File: config.mk
export PLATFORM = sky130hd
export DESIGN_NAME = tile_rd_sched
export DESIGN_NICKNAME = d
export VERILOG_FILES = /design/src/rtl/tile_rd_sched.sv
export SDC_FILE = /design/constraint.sdc
export NUM_CORES = 1
export LEC_CHECK = 0
export ABC_AREA = 0
export BUFFER_PORTS_ARGS = -buffer_cell sky130_fd_sc_hd__buf_2
export CAP_MARGIN = 20
export CORE_UTILIZATION = 40
export CTS_CLUSTER_DIAMETER = 80
export DETAILED_ROUTE_END_ITERATION = 16
export GPL_ROUTABILITY_DRIVEN = 0
export SYNTH_ARGS = -nofsm -noshare
export SYNTH_HDL_FRONTEND = slang
export SYNTH_SLANG_ARGS = --single-unit
File: constraint.sdc
create_clock -name clk -period 7.9 [get_ports clk]
set_clock_uncertainty 0.2 [all_clocks]
set_input_delay 0.395 -clock clk [delete_from_list [all_inputs] [get_ports clk]]
set_output_delay 0.395 -clock clk [all_outputs]
set_load 0.005 [all_outputs]
File: src/rtl/tile_rd_sched.sv
// Four-level loop-nest read sequencer: one valid/ready request per tile point.
// Optional backpressure counter on stall_cnt when TILE_RD_SCHED_STALL_CNT_EN is defined.
module tile_rd_sched #(
  parameter int unsigned AW = 32,
  parameter int unsigned CW = 16,
  parameter int unsigned N0 = 4,
  parameter int unsigned N1 = 2,
  parameter int unsigned N2 = 2,
  parameter int unsigned N3 = 3,
  parameter int unsigned S0 = 1,
  parameter int unsigned S1 = 4,
  parameter int unsigned S2 = 8,
  parameter int unsigned S3 = 16
) (
  input  logic          clk,
  input  logic          rst,
  input  logic          start,
  input  logic          abort,
  input  logic [AW-1:0] base_addr,
  output logic          busy,
  output logic          done,
  output logic          req_valid,
  input  logic          req_ready,
  output logic [AW-1:0] req_addr,
  output logic          req_last,
  output logic [CW-1:0] cnt0,
  output logic [CW-1:0] cnt1,
  output logic [CW-1:0] cnt2,
  output logic [CW-1:0] cnt3
`ifdef TILE_RD_SCHED_STALL_CNT_EN
  ,
  output logic [31:0]   stall_cnt
`endif
);

  localparam logic [AW-1:0] ST0 = AW'(S0);
  localparam logic [AW-1:0] ST1 = AW'(S1);
  localparam logic [AW-1:0] ST2 = AW'(S2);
  localparam logic [AW-1:0] ST3 = AW'(S3);
  localparam logic [CW-1:0] L0  = CW'(N0 - 1);
  localparam logic [CW-1:0] L1  = CW'(N1 - 1);
  localparam logic [CW-1:0] L2  = CW'(N2 - 1);
  localparam logic [CW-1:0] L3  = CW'(N3 - 1);

  typedef enum logic {IDLE = 1'b0, RUN = 1'b1} state_t;

  state_t        r_state;
  state_t        w_next;
  logic [CW-1:0] r_cnt0, r_cnt1, r_cnt2, r_cnt3;
  logic [AW-1:0] r_addr;
  // Running partial sums: r_rowK = base + sum of cntJ*SJ for J > K
  logic [AW-1:0] r_row0, r_row1, r_row2;
  logic          r_done;
  logic          w_start_ok;
  logic          w_hs;
  logic          w_last;
  logic [AW-1:0] w_row0_n, w_row1_n, w_row2_n;

  assign w_start_ok = (r_state == IDLE) && start && !abort;
  assign w_last     = (r_state == RUN) && (r_cnt0 == L0) && (r_cnt1 == L1) &&
                      (r_cnt2 == L2) && (r_cnt3 == L3);
  assign w_hs       = (r_state == RUN) && req_ready;
  assign w_row0_n   = r_row0 + ST1;
  assign w_row1_n   = r_row1 + ST2;
  assign w_row2_n   = r_row2 + ST3;

  // State register
  always_ff @(posedge clk or posedge rst) begin
    if (rst) r_state <= IDLE;
    else     r_state <= w_next;
  end

  // Next-state logic; abort wins over a simultaneous handshake
  always_comb begin
    w_next = r_state;
    case (r_state)
      IDLE: if (w_start_ok) w_next = RUN;
      RUN: begin
        if (abort)                w_next = IDLE;
        else if (w_hs && w_last)  w_next = IDLE;
      end
      default: w_next = IDLE;
    endcase
  end

  // Output decode from the state flop and registered counters
  always_comb begin
    busy      = 1'b0;
    req_valid = 1'b0;
    req_last  = 1'b0;
    if (r_state == RUN) begin
      busy      = 1'b1;
      req_valid = 1'b1;
      req_last  = w_last;
    end
  end

  // Counter and address datapath
  always_ff @(posedge clk or posedge rst) begin
    if (rst) begin
      r_cnt0 <= '0;
      r_cnt1 <= '0;
      r_cnt2 <= '0;
      r_cnt3 <= '0;
      r_addr <= '0;
      r_row0 <= '0;
      r_row1 <= '0;
      r_row2 <= '0;
      r_done <= 1'b0;
    end else begin
      r_done <= 1'b0;
      if (r_state == IDLE) begin
        if (w_start_ok) begin
          r_cnt0 <= '0;
          r_cnt1 <= '0;
          r_cnt2 <= '0;
          r_cnt3 <= '0;
          r_addr <= base_addr;
          r_row0 <= base_addr;
          r_row1 <= base_addr;
          r_row2 <= base_addr;
        end
      end else if (abort) begin
        r_cnt0 <= '0;
        r_cnt1 <= '0;
        r_cnt2 <= '0;
        r_cnt3 <= '0;
      end else if (w_hs) begin
        if (w_last) begin
          r_cnt0 <= '0;
          r_cnt1 <= '0;
          r_cnt2 <= '0;
          r_cnt3 <= '0;
          r_done <= 1'b1;
        end else if (r_cnt0 != L0) begin
          r_cnt0 <= r_cnt0 + CW'(1);
          r_addr <= r_addr + ST0;
        end else begin
          r_cnt0 <= '0;
          if (r_cnt1 != L1) begin
            r_cnt1 <= r_cnt1 + CW'(1);
            r_row0 <= w_row0_n;
            r_addr <= w_row0_n;
          end else begin
            r_cnt1 <= '0;
            if (r_cnt2 != L2) begin
              r_cnt2 <= r_cnt2 + CW'(1);
              r_row1 <= w_row1_n;
              r_row0 <= w_row1_n;
              r_addr <= w_row1_n;
            end else begin
              r_cnt2 <= '0;
              r_cnt3 <= r_cnt3 + CW'(1);
              r_row2 <= w_row2_n;
              r_row1 <= w_row2_n;
              r_row0 <= w_row2_n;
              r_addr <= w_row2_n;
            end
          end
        end
      end
    end
  end

  assign done     = r_done;
  assign req_addr = r_addr;
  assign cnt0     = r_cnt0;
  assign cnt1     = r_cnt1;
  assign cnt2     = r_cnt2;
  assign cnt3     = r_cnt3;

`ifdef TILE_RD_SCHED_STALL_CNT_EN
  logic [31:0] r_stall;

  // Saturating count of cycles with a presented but unaccepted request
  always_ff @(posedge clk or posedge rst) begin
    if (rst) begin
      r_stall <= '0;
    end else if (w_start_ok) begin
      r_stall <= '0;
    end else if ((r_state == RUN) && !req_ready && (r_stall != 32'hFFFF_FFFF)) begin
      r_stall <= r_stall + 32'(1);
    end
  end

  assign stall_cnt = r_stall;
`endif

endmodule

# Word-level counts from Yosys, hierarchy flattened
# Cells that the tools add are included.
# op_classes
n_bitwise	1
n_addsub	8
n_reduce_logical	18
n_eq_ne	17
muxes	62
# op_table
operator	count
$mux 32	26
$mux 16	26
$add 16x1->16 const B	4
$add 32x1->32 const B	1
$add 32x3->32 const B	1
$add 32x4->32 const B	1
$add 32x5->32 const B	1
$eq 16x1->1 const B	2
$eq 16x2->1 const B	2
$ne 16x1->1 const B	2
$ne 16x2->1 const B	1
$ne 4x4->1 const B	3
$ne 2x2->1 const B	5
$reduce_and 5->1	2
$mux 1	9
$logic_and 1x1->1	8
$reduce_and 4->1	2
$reduce_and 7->1	1
$reduce_and 6->1	1
$ne 3x2->1 const B	1
$reduce_and 3->1	1
$ne 2x1->1 const B	1
$pmux 1 s2	1
$reduce_and 2->1	1
other kinds (3)	3
# word_totals
reg_bits	194
in_bits	37
out_inout_bits	100
word_cells	116

# Longest topological paths before layout
# logic_depth
depth_word	9
mapped_depth	12

# Least setup slack after synthesis
# Ideal clock, no wire load.
# synth_timing
kind	register to register
start	reg r_row2[4]
end	reg r_addr[26] (netlist: req_addr[26])
synth_period_minus_slack_ns	2.540
slack_ns	5.360
arrival_time_ns	2.244
required_ns	7.605
path_stages_with_launch	10
path_cell_list	dfrtp_1 > ha_1 > and3_1 > buf_2 > nand4_1 > nor4_1 > xnor2_1 > nor2_1 > a221o_1 > o31ai_1
# synth_via
elab_chain_len	8
# synth_rtl
item	line_no	rtl
start: declaration	52	logic [AW-1:0] r_row0, r_row1, r_row2;
start signal: assignment	121	r_row2 <= base_addr;
start signal: assignment	154	r_row2 <= w_row2_n;
$add 32x5->32	65	assign w_row2_n = r_row2 + ST3;
$mux 32	146	if (r_cnt2 != L2) begin
$mux 32	140	if (r_cnt1 != L1) begin
$mux 32	135	end else if (r_cnt0 != L0) begin
$mux 32	129	if (w_last) begin
$mux 32	128	end else if (w_hs) begin
$mux 32	123	end else if (abort) begin
$mux 32	112	if (r_state == IDLE) begin
end signal: assignment	118	r_addr <= base_addr;
end signal: assignment	137	r_addr <= r_addr + ST0;
end signal: assignment	143	r_addr <= w_row0_n;
end: declaration	50	logic [AW-1:0] r_addr;
# Every way passes these cells. The select of a mux whose other input is x is not followed.
# A chain may end at the register's enable or synchronous reset.

# Final worst setup path
# layout_timing
start	reg r_cnt0[0] (netlist: cnt0[0])
end	reg r_row2[4]
# layout_via
elab_chain_len	7
word_cells_on_any_way	9
classes_between	eq/ne (4); reduce/logical (5)
# layout_rtl
item	line_no	rtl
start: declaration	49	logic [CW-1:0] r_cnt0, r_cnt1, r_cnt2, r_cnt3;
start signal: assignment	136	r_cnt0 <= r_cnt0 + CW'(1);
$eq 16x2->1	60	assign w_last = (r_state == RUN) && (r_cnt0 == L0) && (r_cnt1 == L1) &&
$logic_and 1x1->1 (3 in a row)	60	
$logic_and 1x1->1	61	(r_cnt2 == L2) && (r_cnt3 == L3);
$ne 2x2->1 (no source line)	-	
$reduce_and 7->1 (no source line) (*)	-	
# Mark *: on every way between the ends. The rest lies on a longest branch, timed or not.

==> impl_metrics.json <==
{
  "track_usage": 0.260,
  "dpl.hpwl_um": 29900,
  "tightest_slew_ns": 1.12,
  "ys.flop_type": "dfrtp_1",
  "synth-edff-count": 0,
  "pwr-share-clk": 0.247,
  "ant_nets": 0,
  "synth-simple-area-share": 0.277,
  "coreArea_um2": 31500,
  "crit_start": "cnt0[0]",
  "crit_path_max_incr_delay_ns": 0.72,
  "io_buffers": 136,
  "yosysSeqAreaShare": 0.380,
  "syn_to_final_growth_pct": 12.0,
  "hold_viol_final": 0,
  "syn_nets": 1595,
  "cp-end-kind": "register",
  "synth_top_family_by_area": "simple AND/OR/NAND/NOR gates",
  "max_freq_mhz": 254,
  "ios": 137,
  "drc": 0,
  "synth_compound_area_frac": 0.181,
  "htree_levels": 4,
  "tns_ns": 0,
  "startpoint_type": "register",
  "seqPwrFrac": 0.444,
  "cts_setup_buffers": 0,
  "n_fill_cell": 3139,
  "grt_max_degree": 128,
  "critPathMostFrequentCell": "buf_4",
  "grt_pass1_wl_um": 66500,
  "rsz0062_at_grt": "no",
  "crit_fanout": 56,
  "start_util": 0.406,
  "slew_headroom": 0.253,
  "regArea_um2": 4860,
  "netlist_instances": 1547,
  "drt_iter0_markers": 960,
  "path_delay_family": "compound AO/OA/AOI/OAI gates",
  "synth_mux_area_frac": 0.0135,
  "power_density_nw_per_um2": 249,
  "timing.final.crit_share": 0.499,
  "min_to": "r_row2[6]",
  "status": "finished, final reports clean",
  "netlist.top_cell.by_area": "dfrtp_1",
  "clock_path_buffers": 2,
  "gr-total-overflow": 0,
  "yosys_warnings": 0,
  "crit_chain": "ha_1, nor4b_1, and4_1, nor2_1, buf_4, a221oi_4, buf_4, o21ai_1, a211oi_1, a21o_1",
  "comb_power_share": 0.309,
  "grt_pass1_vias": 11800,
  "peakVddDrop_mv": 0.172,
  "dieArea_um2": 32600,
  "crit_required_ns": 8.09,
  "r2r-start": "cnt0[0]",
  "final_nets": 1683,
  "reg2reg_slack_ns": 3.96,
  "synth_xor_xnor_area_share": 0.0926,
  "clock-sinks": 194,
  "min_path_type": "input pin to register",
  "p_int_mw": 2.09,
  "num_rows": 65,
  "arrival_ns": 4.14,
  "min_from": "base_addr[6]",
  "die-width_um": 181,
  "drt_first_pass_iters": 5,
  "synth_top_area_share": 0.380,
  "cts_buffers": 17,
  "switching_share": 0.414,
  "clkTransAtPathRegs_ns": 0.08,
  "syn_avg_cell_area_um2": 8.26,
  "multi_input_area_um2": 7360,
  "criticalPathCategory": "register to register",
  "post_cts_resized": 0,
  "period_needed_ns": 3.94,
  "power.switching_mw": 1.47,
  "hold_depth": 2,
  "cellLeakagePower_nw": 6.01,
  "cp_slowest_cell": "and4_1",
  "finalSetupViolCount": 0,
  "die_h_um": 181,
  "wl_um": 42000,
  "tritoncts": "yes",
  "worst-path-buf-inv": 2,
  "synthAdderAreaFrac": 0.0108,
  "layout-drive-gt1-share": 0.142,
  "wl_per_cell_um": 20.5,
  "clockRootBuffer": "clkbuf_16",
  "vias": 12200,
  "reg2regPathDepth": 10,
  "ys_top_cells_by_area": "dfrtp_1 38%, nand2_1 5.6%, xor2_1 5.3%",
  "r2r_end": "r_row2[4]",
  "clock_latency_ns": 0.46,
  "post_synth_num_cell_types": 87,
  "synth_area_um2": 12800,
  "async_reset_ff_frac": 1.00,
  "timing.final.max_slew_violations": 0,
  "vias_per_cell": 5.95,
  "maxCapViolCount": 0,
  "final_core_util": 0.455,
  "ys_seq_elements": 194,
  "antenna_found_initial": 5
}
==> flip-flops by register name (all words and copies together), names as in the netlist <==
signal / count
r_row0: 32
r_row1: 32
r_row2: 32
req_addr: 32
cnt0: 16
cnt1: 16
cnt2: 16
cnt3: 16
done: 1
r_state: 1
==> power groups by stage <==
stage	registers, mW	logic [mW]	clock network, mW
after floorplan	1.47	0.834	0
after global placement	1.58	1.08	0
after detailed placement	1.59	1.09	0
after CTS	1.57	1.10	0.894
after global routing	1.62	1.22	0.931
final	1.58	1.10	0.878
==> through the flow <==
stage          area [um^2]  std cells  setup slack, ns  hold slack [ns]  power [mW]
2_1_floorplan        12800       1547             2.02            0.239        2.30
3_3_place_gp         13700       2013             4.13            0.257        2.66
3_5_place_dp         13700       2014             4.05            0.266        2.68
4_1_cts              14300       2050             4.03           0.0205        3.56
5_1_grt              14300       2051             3.69           0.0346        3.77
6_report             14300       2053             3.96           0.0325        3.56
==> cells in the mapped netlist, drive strengths merged, types with 19 or more instances <==
master,n
a21oi,95
a31oi,41
and3,31
and4,22
buf,50
clkbuf,43
dfrtp,194
inv,29
nand2,192
nand3,100
nand4,44
nor2,169
nor2b,19
nor3,34
nor4,29
o21ai,105
o22ai,28
xnor2,58
xor2,77
==> layout make-up <==
class / count / share of cell area
clock inverter: 14 / 0.00970
tap: 402 / 0.0351
inverter: 30 / 0.00839
clock buffer: 18 / 0.0300
timing repair buffer: 162 / 0.0624
antenna: 3 / 0.000525
multi-input combinational: 1230 / 0.514
sequential: 194 / 0.339
==> worst reg2reg max path: stages (launching register included) <==
cell      delay (ns)
dfrtp_1         0.40
ha_1            0.25
nor4b_1         0.24
and4_1          0.72
nor2_1          0.09
buf_4           0.25
a221oi_4        0.20
buf_4           0.56
o21ai_1         0.51
a211oi_1        0.35
a21o_1          0.11
==> cells in the final DEF, fill, tap and decap left out, drive strengths merged, types with 38 or more instances in the layout <==
cell type / instances
xnor2: 58
nand3: 100
xor2: 77
a21oi: 95
nand4: 44
nand2: 192
buf: 158
inv: 38
o21ai: 105
a31oi: 41
nor2: 169
dfrtp: 194
==> timing repair <==
action	in CTS	in global routing
endpoints found under the hold margin	41	0
hold buffers	4	0
endpoints found under the setup margin	0	0
==> kinds of logic (layout without fill, tap and decap cells) <==
group | Yosys count | in the layout
flops | 194 | 194
xor+xnor | 135 | 135
fa+ha+maj | 11 | 11
simple gates | 696 | 696
buf+inv | 123 | 224
other cells | 0 | 3
compound gates | 371 | 371
mux | 17 | 17
==> how the worst max path moves through the flow <==
stage	end	slack (ns)	cells after the start
after floorplan	cnt0[0]	2.02	1
after global placement	r_row2[25]	4.13	10
after detailed placement	r_row2[25]	4.05	10
after CTS	r_row2[4]	4.03	10
after global routing	r_row2[29]	3.69	10
final	r_row2[4]	3.96	10
==> metal layers <==
metal / wire length (um) / vias to the layer above / global-route usage
li1: - / 5738 / -
met1: 17400 / 5927 / 0.332
met2: 20400 / 454 / 0.432
met3: 2500 / 92 / 0.0431
met4: 1730 / 2 / 0.119
met5: 8 / - / 0
(Power assumes the default switching activity.)
